--- src/rtl/restador_serial.sv ---
`default_nettype none
// ============================================================================
//  Module      : restador_serial
//  Description : Bit-serial unsigned subtractor, result = num1 - num2 (mod 2^N),
//                one bit per clock LSB first, single borrow flip-flop,
//                start/done handshake, result held until the next completion.
//  Revision    : 1.0 - initial release
// ============================================================================
module restador_serial #(
   parameter int N = 6
) (
   input  logic         clk,
   input  logic         rst_n,
   input  logic         start,
   input  logic [N-1:0] num1,
   input  logic [N-1:0] num2,
   output logic [N-1:0] result,
   output logic         b_o,
   output logic         z_o,
   output logic         busy,
   output logic         done
);

   localparam int CW = (N > 1) ? $clog2(N) : 1;
   localparam logic [CW-1:0] C_LAST = CW'(N - 1);

   typedef enum logic [1:0] {
      S_IDLE = 2'd0,
      S_RUN  = 2'd1,
      S_DONE = 2'd2
   } state_t;

   state_t          r_state;
   logic [N-1:0]    r_a;
   logic [N-1:0]    r_b;
   logic [N-1:0]    r_r;
   logic            r_bw;
   logic [CW-1:0]   r_cnt;

   logic            w_d;
   logic            w_bw_next;
   logic [N-1:0]    w_r_next;

   // One full-subtractor slice on the current LSBs; the new difference bit
   // enters R from the top so after N shifts bit 0 sits at R[0].
   always_comb begin
      w_d       = r_a[0] ^ r_b[0] ^ r_bw;
      w_bw_next = (~r_a[0] & r_b[0]) | (~(r_a[0] ^ r_b[0]) & r_bw);
      w_r_next  = {w_d, r_r[N-1:1]};
   end

   // Control FSM and datapath; outputs are registered and only the final
   // RUN edge updates result/b_o/z_o.
   always_ff @(posedge clk) begin
      if (!rst_n) begin
         r_state <= S_IDLE;
         r_a     <= '0;
         r_b     <= '0;
         r_r     <= '0;
         r_bw    <= 1'b0;
         r_cnt   <= '0;
         result  <= '0;
         b_o     <= 1'b0;
         z_o     <= 1'b0;
         busy    <= 1'b0;
         done    <= 1'b0;
      end else begin
         case (r_state)
            S_IDLE: begin
               done <= 1'b0;
               if (start) begin
                  r_a     <= num1;
                  r_b     <= num2;
                  r_bw    <= 1'b0;
                  r_cnt   <= '0;
                  busy    <= 1'b1;
                  r_state <= S_RUN;
               end
            end
            S_RUN: begin
               r_r   <= w_r_next;
               r_a   <= {1'b0, r_a[N-1:1]};
               r_b   <= {1'b0, r_b[N-1:1]};
               r_bw  <= w_bw_next;
               r_cnt <= r_cnt + CW'(1);
               if (r_cnt == C_LAST) begin
                  result  <= w_r_next;
                  b_o     <= w_bw_next;
                  z_o     <= (w_r_next == '0);
                  busy    <= 1'b0;
                  done    <= 1'b1;
                  r_state <= S_DONE;
               end
            end
            S_DONE: begin
               done    <= 1'b0;
               r_state <= S_IDLE;
            end
            default: begin
               busy    <= 1'b0;
               done    <= 1'b0;
               r_state <= S_IDLE;
            end
         endcase
      end
   end

endmodule
`default_nettype wire

--- config.mk ---
export PLATFORM = sky130hd
export DESIGN_NAME = restador_serial
export DESIGN_NICKNAME = d
export VERILOG_FILES = /design/src/rtl/restador_serial.sv
export SDC_FILE = /design/constraint.sdc
export NUM_CORES = 1
export LEC_CHECK = 0
export BUFFER_PORTS_ARGS = -buffer_cell sky130_fd_sc_hd__buf_2
export CAP_MARGIN = 20
export CORE_MARGIN = 2
export CORE_UTILIZATION = 30
export DETAILED_ROUTE_END_ITERATION = 12
export HOLD_SLACK_MARGIN = 0.12
export PLACE_DENSITY = 0.56
export SYNTH_ARGS = -nofsm -noshare
export SYNTH_HDL_FRONTEND = slang
export SYNTH_SLANG_ARGS = --single-unit
--- constraint.sdc ---
create_clock -name clk -period 2.9 [get_ports clk]
set_input_delay 0.29 -clock clk [delete_from_list [all_inputs] [get_ports clk]]
set_output_delay 0.29 -clock clk [all_outputs]
set_load 0.005 [all_outputs]
==> flow_summary.yaml, run 1 <==
layout:
  layout_common_cells: "dfxtp_1 (33), buf_2 (24), nand2_1 (16)"
  syn2layout_area_growth_pct: 16.4
  fin_nets: 186
  drive_gt1_share_pct: 23.7
  final_common_cell: "dfxtp_1"
  final_cells: 223
  n_antenna_cell: 0
route:
  drtAntennaViolNets: 0
  drc: 0
  vias: 1136
  routedWlPerCell_um: 13.6
  drt_wl_total_um: 3030
  via_per_inst: 5.09
  drt_iter0_drc: 79
  drt_first_pass_iters: 5
cts:
  ctsResizeCount: 0
  htree_levels: 2
  cts_buffers: 5
  path_clk_slew_ns: 0.07
  cts_root_buf: "clkbuf_8"
  holdBufCountCts: 0
  postCtsSetupBuffers: 0
  insertion_delay_ns: 0.28
  clockBufferDepth: 2
  clock_sink_count: 33
  cts_tree: "done"
yosys:
  synth-edff-count: 0
  syn_area_per_cell_um2: 9.70
  netlist_area_mm2: 0.00143
  synth_top_family_by_area: "compound AO/OA/AOI/OAI gates"
  synth.area.top_cells: "dfxtp_1 (46%), mux2i_1 (4.9%), o221ai_1 (4.3%), nand2_1 (4.2%), nor2b_1 (3.9%)"
  synthArstFlopShare_pct: 0
  ys_ff_latch: 33
  synth-simple-area-share_pct: 16.0
  synthAdderAreaFrac_pct: 3.16
  netlist.area_leader.share_pct: 46.3
  synth_compound_area_share_pct: 23.9
  synth-seq-area-share_pct: 46.3
  ys_warn_count: 0
  synth_cells: 147
  muxShareOfSynthArea_pct: 4.91
  synthXorXnorAreaFrac_pct: 0
  synth-main-ff-cell: "dfxtp_1"
  yosysTopAreaCell: "dfxtp_1"
  synth_nets: 165
  netlist-cell-type-count: 31
critical_path:
  worstSetupEndpointType: "flop"
  critPathRequiredTime_ns: 3.11
  cp_slowest_cell: "nand2b_1"
  worstSetupPathType: "flop to flop"
  cpPeakStageDelay_ns: 0.61
  crit_chain: "nand2b_1, o221ai_1, a21oi_1"
  cp-start-kind: "flop"
  arrival_ns: 1.83
  worstPathMaxFanout: 18
sta:
  finalSetupTns_ns: 0
  clock_skew_ns: 0.00578
  setup_viol: 0
  slew_viol_final: 0
  hold-worst-slack_ns: 0.270
  tightest_slew_ns: 0.684
  final.min_clock_period_ns: 1.63
  fmax_mhz: 614
  rsz0062_at_grt: "no"
  hold_violations: 0
  period_share_pct: 56.2
  relSlewSlack_pct: 54.4
global_routing:
  grt_use_met1_pct: 14.7
  busiest_layer: "met2"
  grt_overflow: 0
  grt_util_met3_pct: 4.83
  grt_pass1_wl_um: 4970
  grt_start_max_net_pins: 36
  antenna_found_initial: 0
  grt_use_total_pct: 12.4
  grt_util_met2_pct: 20.2
  grt_pass1_vias: 1105
floorplan:
  ioPinCount: 25
  coreArea_mm2: 0.00466
  placementRows: 25
  die_h_um: 73.0
  die_area_mm2: 0.00532
  initial_core_util_pct: 30.6
  die_w_um: 73.0
outcome:
  outcome: "completed"
pwr:
  power.internal_uw: 731
  net-switching-power_uw: 225
  switching_share_pct: 23.6
  seqPwrFrac_pct: 51.3
  clkPwrFrac_pct: 39.4
  pwr-share-comb_pct: 9.3
  power.density_mw_per_mm2: 576
  ir_drop_mv: 0.205
  leakagePower_uw: 0.000650
placed_design:
  dp_hpwl_um: 2090
  portBuffers: 24
  place_inst: 215
  gp_routability_congestion: 0.730
min_path:
  hold_class: "primary input to flop"
job:
  cap_violations: 0
[area by class of cell]
type	instances	area (um2)
clock buffers	7	96.3
clock inverters	1	5.00
fillers	480	3000
inverters	7	26.3
multi-input cells	97	684
flip-flops and latches	33	661
well taps	54	67.6
repair buffers	24	120
[cell families after synthesis]
kind of cell	count (synthesis)
compound gates	46
fa+ha+maj	3
buf+inv	17
flops	33
mux	7
simple gates	41
[power by group through the flow]
stage	logic, uW	clock network [uW]	registers [uW]
2_1_floorplan	67.8	0	496
3_3_place_gp	86.1	0	499
3_5_place_dp	88.5	0	501
4_1_cts	89.6	392	490
5_1_grt	101	412	493
6_report	88.6	377	490
[through the flow]
step / setup WS, ns / cell area [um2] / power (uW) / utilization (%)
detailed placement: 1.29 / 1560 / 589 / 33.4
floorplan: 1.53 / 1430 / 564 / -
finish: 1.27 / 1660 / 956 / 35.6
CTS: 1.25 / 1660 / 972 / 35.6
global route: 1.09 / 1660 / 1010 / 35.6
global placement: 1.34 / 1560 / 585 / 33.4
[registers in the layout, summed over array words and instances (netlist names)]
signal   cells
result       6
r_bw         1
b_o          1
r_cnt        3
r_r          5
r_a          6
z_o          1
r_state      2
done         1
r_b          6
busy         1
[critical path: cells and delay by family (launching register included)]
family | cells | cell delay [ns]
and+or+nand+nor | 1 | 0.61
AOI/OAI and AO/OA | 2 | 0.40
DFF | 1 | 0.54
[metal layers]
| layer | routed length (um) | share of wire [%] | vias to the layer above |
|---|---|---|---|
| met2 | 1440 | 47 | 28 |
| met5 | 0 | 0 | - |
| met1 | 1380 | 45 | 533 |
| met3 | 172 | 5.7 | 6 |
| met4 | 42 | 1.4 | 0 |
| li1 | - | - | 569 |
[Yosys cell counts (2+ instances only)]
master     n
nand2_1   16
nand2b_1   2
and2_1     5
a21boi_0   6
a22o_1     2
o21ai_0    5
o221ai_1   7
clkbuf_1   3
a21oi_1    8
or3b_2     3
o22ai_1    5
o21a_1     4
a32o_1     2
o221a_2    4
inv_1      7
nor2_1     2
ha_1       2
nor2b_1    9
buf_2      5
mux2i_1    7
dfxtp_1   33
[worst paths after layout]
path              startpoint  endpoint  slack (ns)  depth (start not counted)
setup / recovery  r_state[1]    r_a[0]        1.27                          3
hold / removal       num1[4]    r_a[4]        0.27                          2
setup reg to reg  r_state[1]    r_a[0]        1.27                          3
hold reg to reg          z_o       z_o        0.47                          2
(Power assumes the default switching activity.)
==> inputs of run 2 (changes only) <==
PLACE_DENSITY = 0.58   (was 0.56)
clock period = 1.4 ns   (was 2.9 ns; I/O delays follow)
==> flow_summary.yaml, run 2 (synthesized netlist as in run 1, its figures left out) <==
layout:
  fin_area_mm2: 0.00184
  syn2layout_area_growth_pct: 28.7
  top_regs: "r_a x6, r_b x6, result x6"
  final_common_cell: "dfxtp_1"
  post-route-util_pct: 39.4
  n_antenna_cell: 0
  fin_nets: 205
  drive_gt1_share_pct: 31.4
  layout_common_cells: "dfxtp_1 (30), buf_2 (24), nand2_1 (16)"
cts:
  clock_sink_count: 33
  cts_buffers: 5
  insertion_delay_ns: 0.29
  clockBufferDepth: 2
  cts_root_buf: "clkbuf_8"
  path_clk_slew_ns: 0.07
  htree_levels: 2
  cts_tree: "done"
sta:
  tightest_slew_ns: 0.270
  fmax_mhz: 741
  finalSetupTns_ns: 0
  final.min_clock_period_ns: 1.35
  setup_viol: 0
  setup_slack_ns: 0.0512
  hold-worst-slack_ns: 0.165
  slew_viol_final: 0
  clock_skew_ns: 0.00547
  hold_violations: 0
  period_share_pct: 96.3
  relSlewSlack_pct: 82.0
  rsz0062_at_grt: "yes"
job:
  cap_violations: 0
route:
  via_per_inst: 4.93
  drc: 0
  drtAntennaViolNets: 0
  drt_iter0_drc: 92
  drt_first_pass_iters: 4
  drt_wl_total_um: 2960
  vias: 1193
  routedWlPerCell_um: 12.2
critical_path:
  reg2regPathDepth: 4
  worstSetupPathType: "flop to flop"
  rrSetupSlack_ns: 0.05
  worstPathMaxFanout: 3
  critPathRequiredTime_ns: 1.62
  arrival_ns: 1.57
  cp-start-kind: "flop"
  worstSetupEndpointType: "flop"
global_routing:
  grt_pass1_wl_um: 5150
  grt_start_max_net_pins: 21
  antenna_found_initial: 0
  grt_overflow: 0
  grt_pass1_vias: 1101
  grt_use_total_pct: 12.5
floorplan:
  initial_core_util_pct: 30.6
  ioPinCount: 25
  coreArea_mm2: 0.00466
  placementRows: 25
  die_w_um: 73.0
  die_h_um: 73.0
  die_area_mm2: 0.00532
min_path:
  worstHoldPathCells: 3
  hold_class: "primary input to flop"
pwr:
  leakagePower_uw: 0.000744
  power.density_mw_per_mm2: 1190
  ir_drop_mv: 0.637
placed_design:
  dpl-instance-area_mm2: 0.00166
  portBuffers: 24
  dp_hpwl_um: 2010
  pre_cts_ws_ns: -0.0852
  gp_routability_congestion: 0.705
outcome:
  outcome: "completed"
## run 2: cell types whose count changed in the layout (fill, tap and decap cells not counted), moves of 3 or more
cell | previous run | this run
dlygate4sd3_1 | 0 | 4
dfxtp_1 | 33 | 30
buf_4 | 0 | 15
dfxtp_2 | 0 | 3
## run 2: layer usage
layer | track usage [%] | up-vias | wire, um
li1 | - | 609 | -
met1 | 17.4 | 552 | 1540
met2 | 18.0 | 28 | 1240
met3 | 3.73 | 4 | 147
met4 | 4.94 | 0 | 38
met5 | 0 | - | 0
## run 2: layout make-up
class	instances	area [um2]
Multi-Input combinational cell	97	688
Timing Repair Buffer	43	273
Clock inverter	1	30.0
Tap cell	54	67.6
Clock buffer	7	86.3
Sequential cell	33	664
Inverter	7	26.3
Fill cell	470	2830
## run 2: per-stage QoR
| step | total power (uW) | std cells |
|---|---|---|
| floorplan | 1170 | 147 |
| global placement | 1250 | 229 |
| detailed placement | 1250 | 229 |
| CTS | 2190 | 241 |
| global route | 2280 | 242 |
| finish | 2180 | 242 |
## run 2: critical path, stage by stage (launching register included)
cell and delay (ns):
dfxtp_2 0.34, fa_1 0.51, nor4_1 0.23, nand4_1 0.13
o21ai_1 0.08
## run 2: what timing repair did
| action | in CTS | in global routing |
|---|---|---|
| setup buffers | 0 | 1 |
| gates cloned | 0 | 0 |
| hold endpoints to repair | 4 | 0 |
| endpoints found under the setup margin | 8 | 4 |
| gates resized for setup | 1 | 6 |
| pin swaps | 1 | 3 |
| hold buffers | 4 | 0 |
## run 2: power breakdown
group,total (uW),switching [uW],internal (uW)
registers,1010,29.4,982
clock network,936,356,580
logic,232,106,126
## run 2: worst paths after layout
| kind | startpoint | endpoint |
|---|---|---|
| setup / recovery | r_a[0] | z_o |
| hold / removal | num2[1] | r_b[1] |
| setup reg to reg | r_a[0] | z_o |
| hold reg to reg | z_o | z_o |
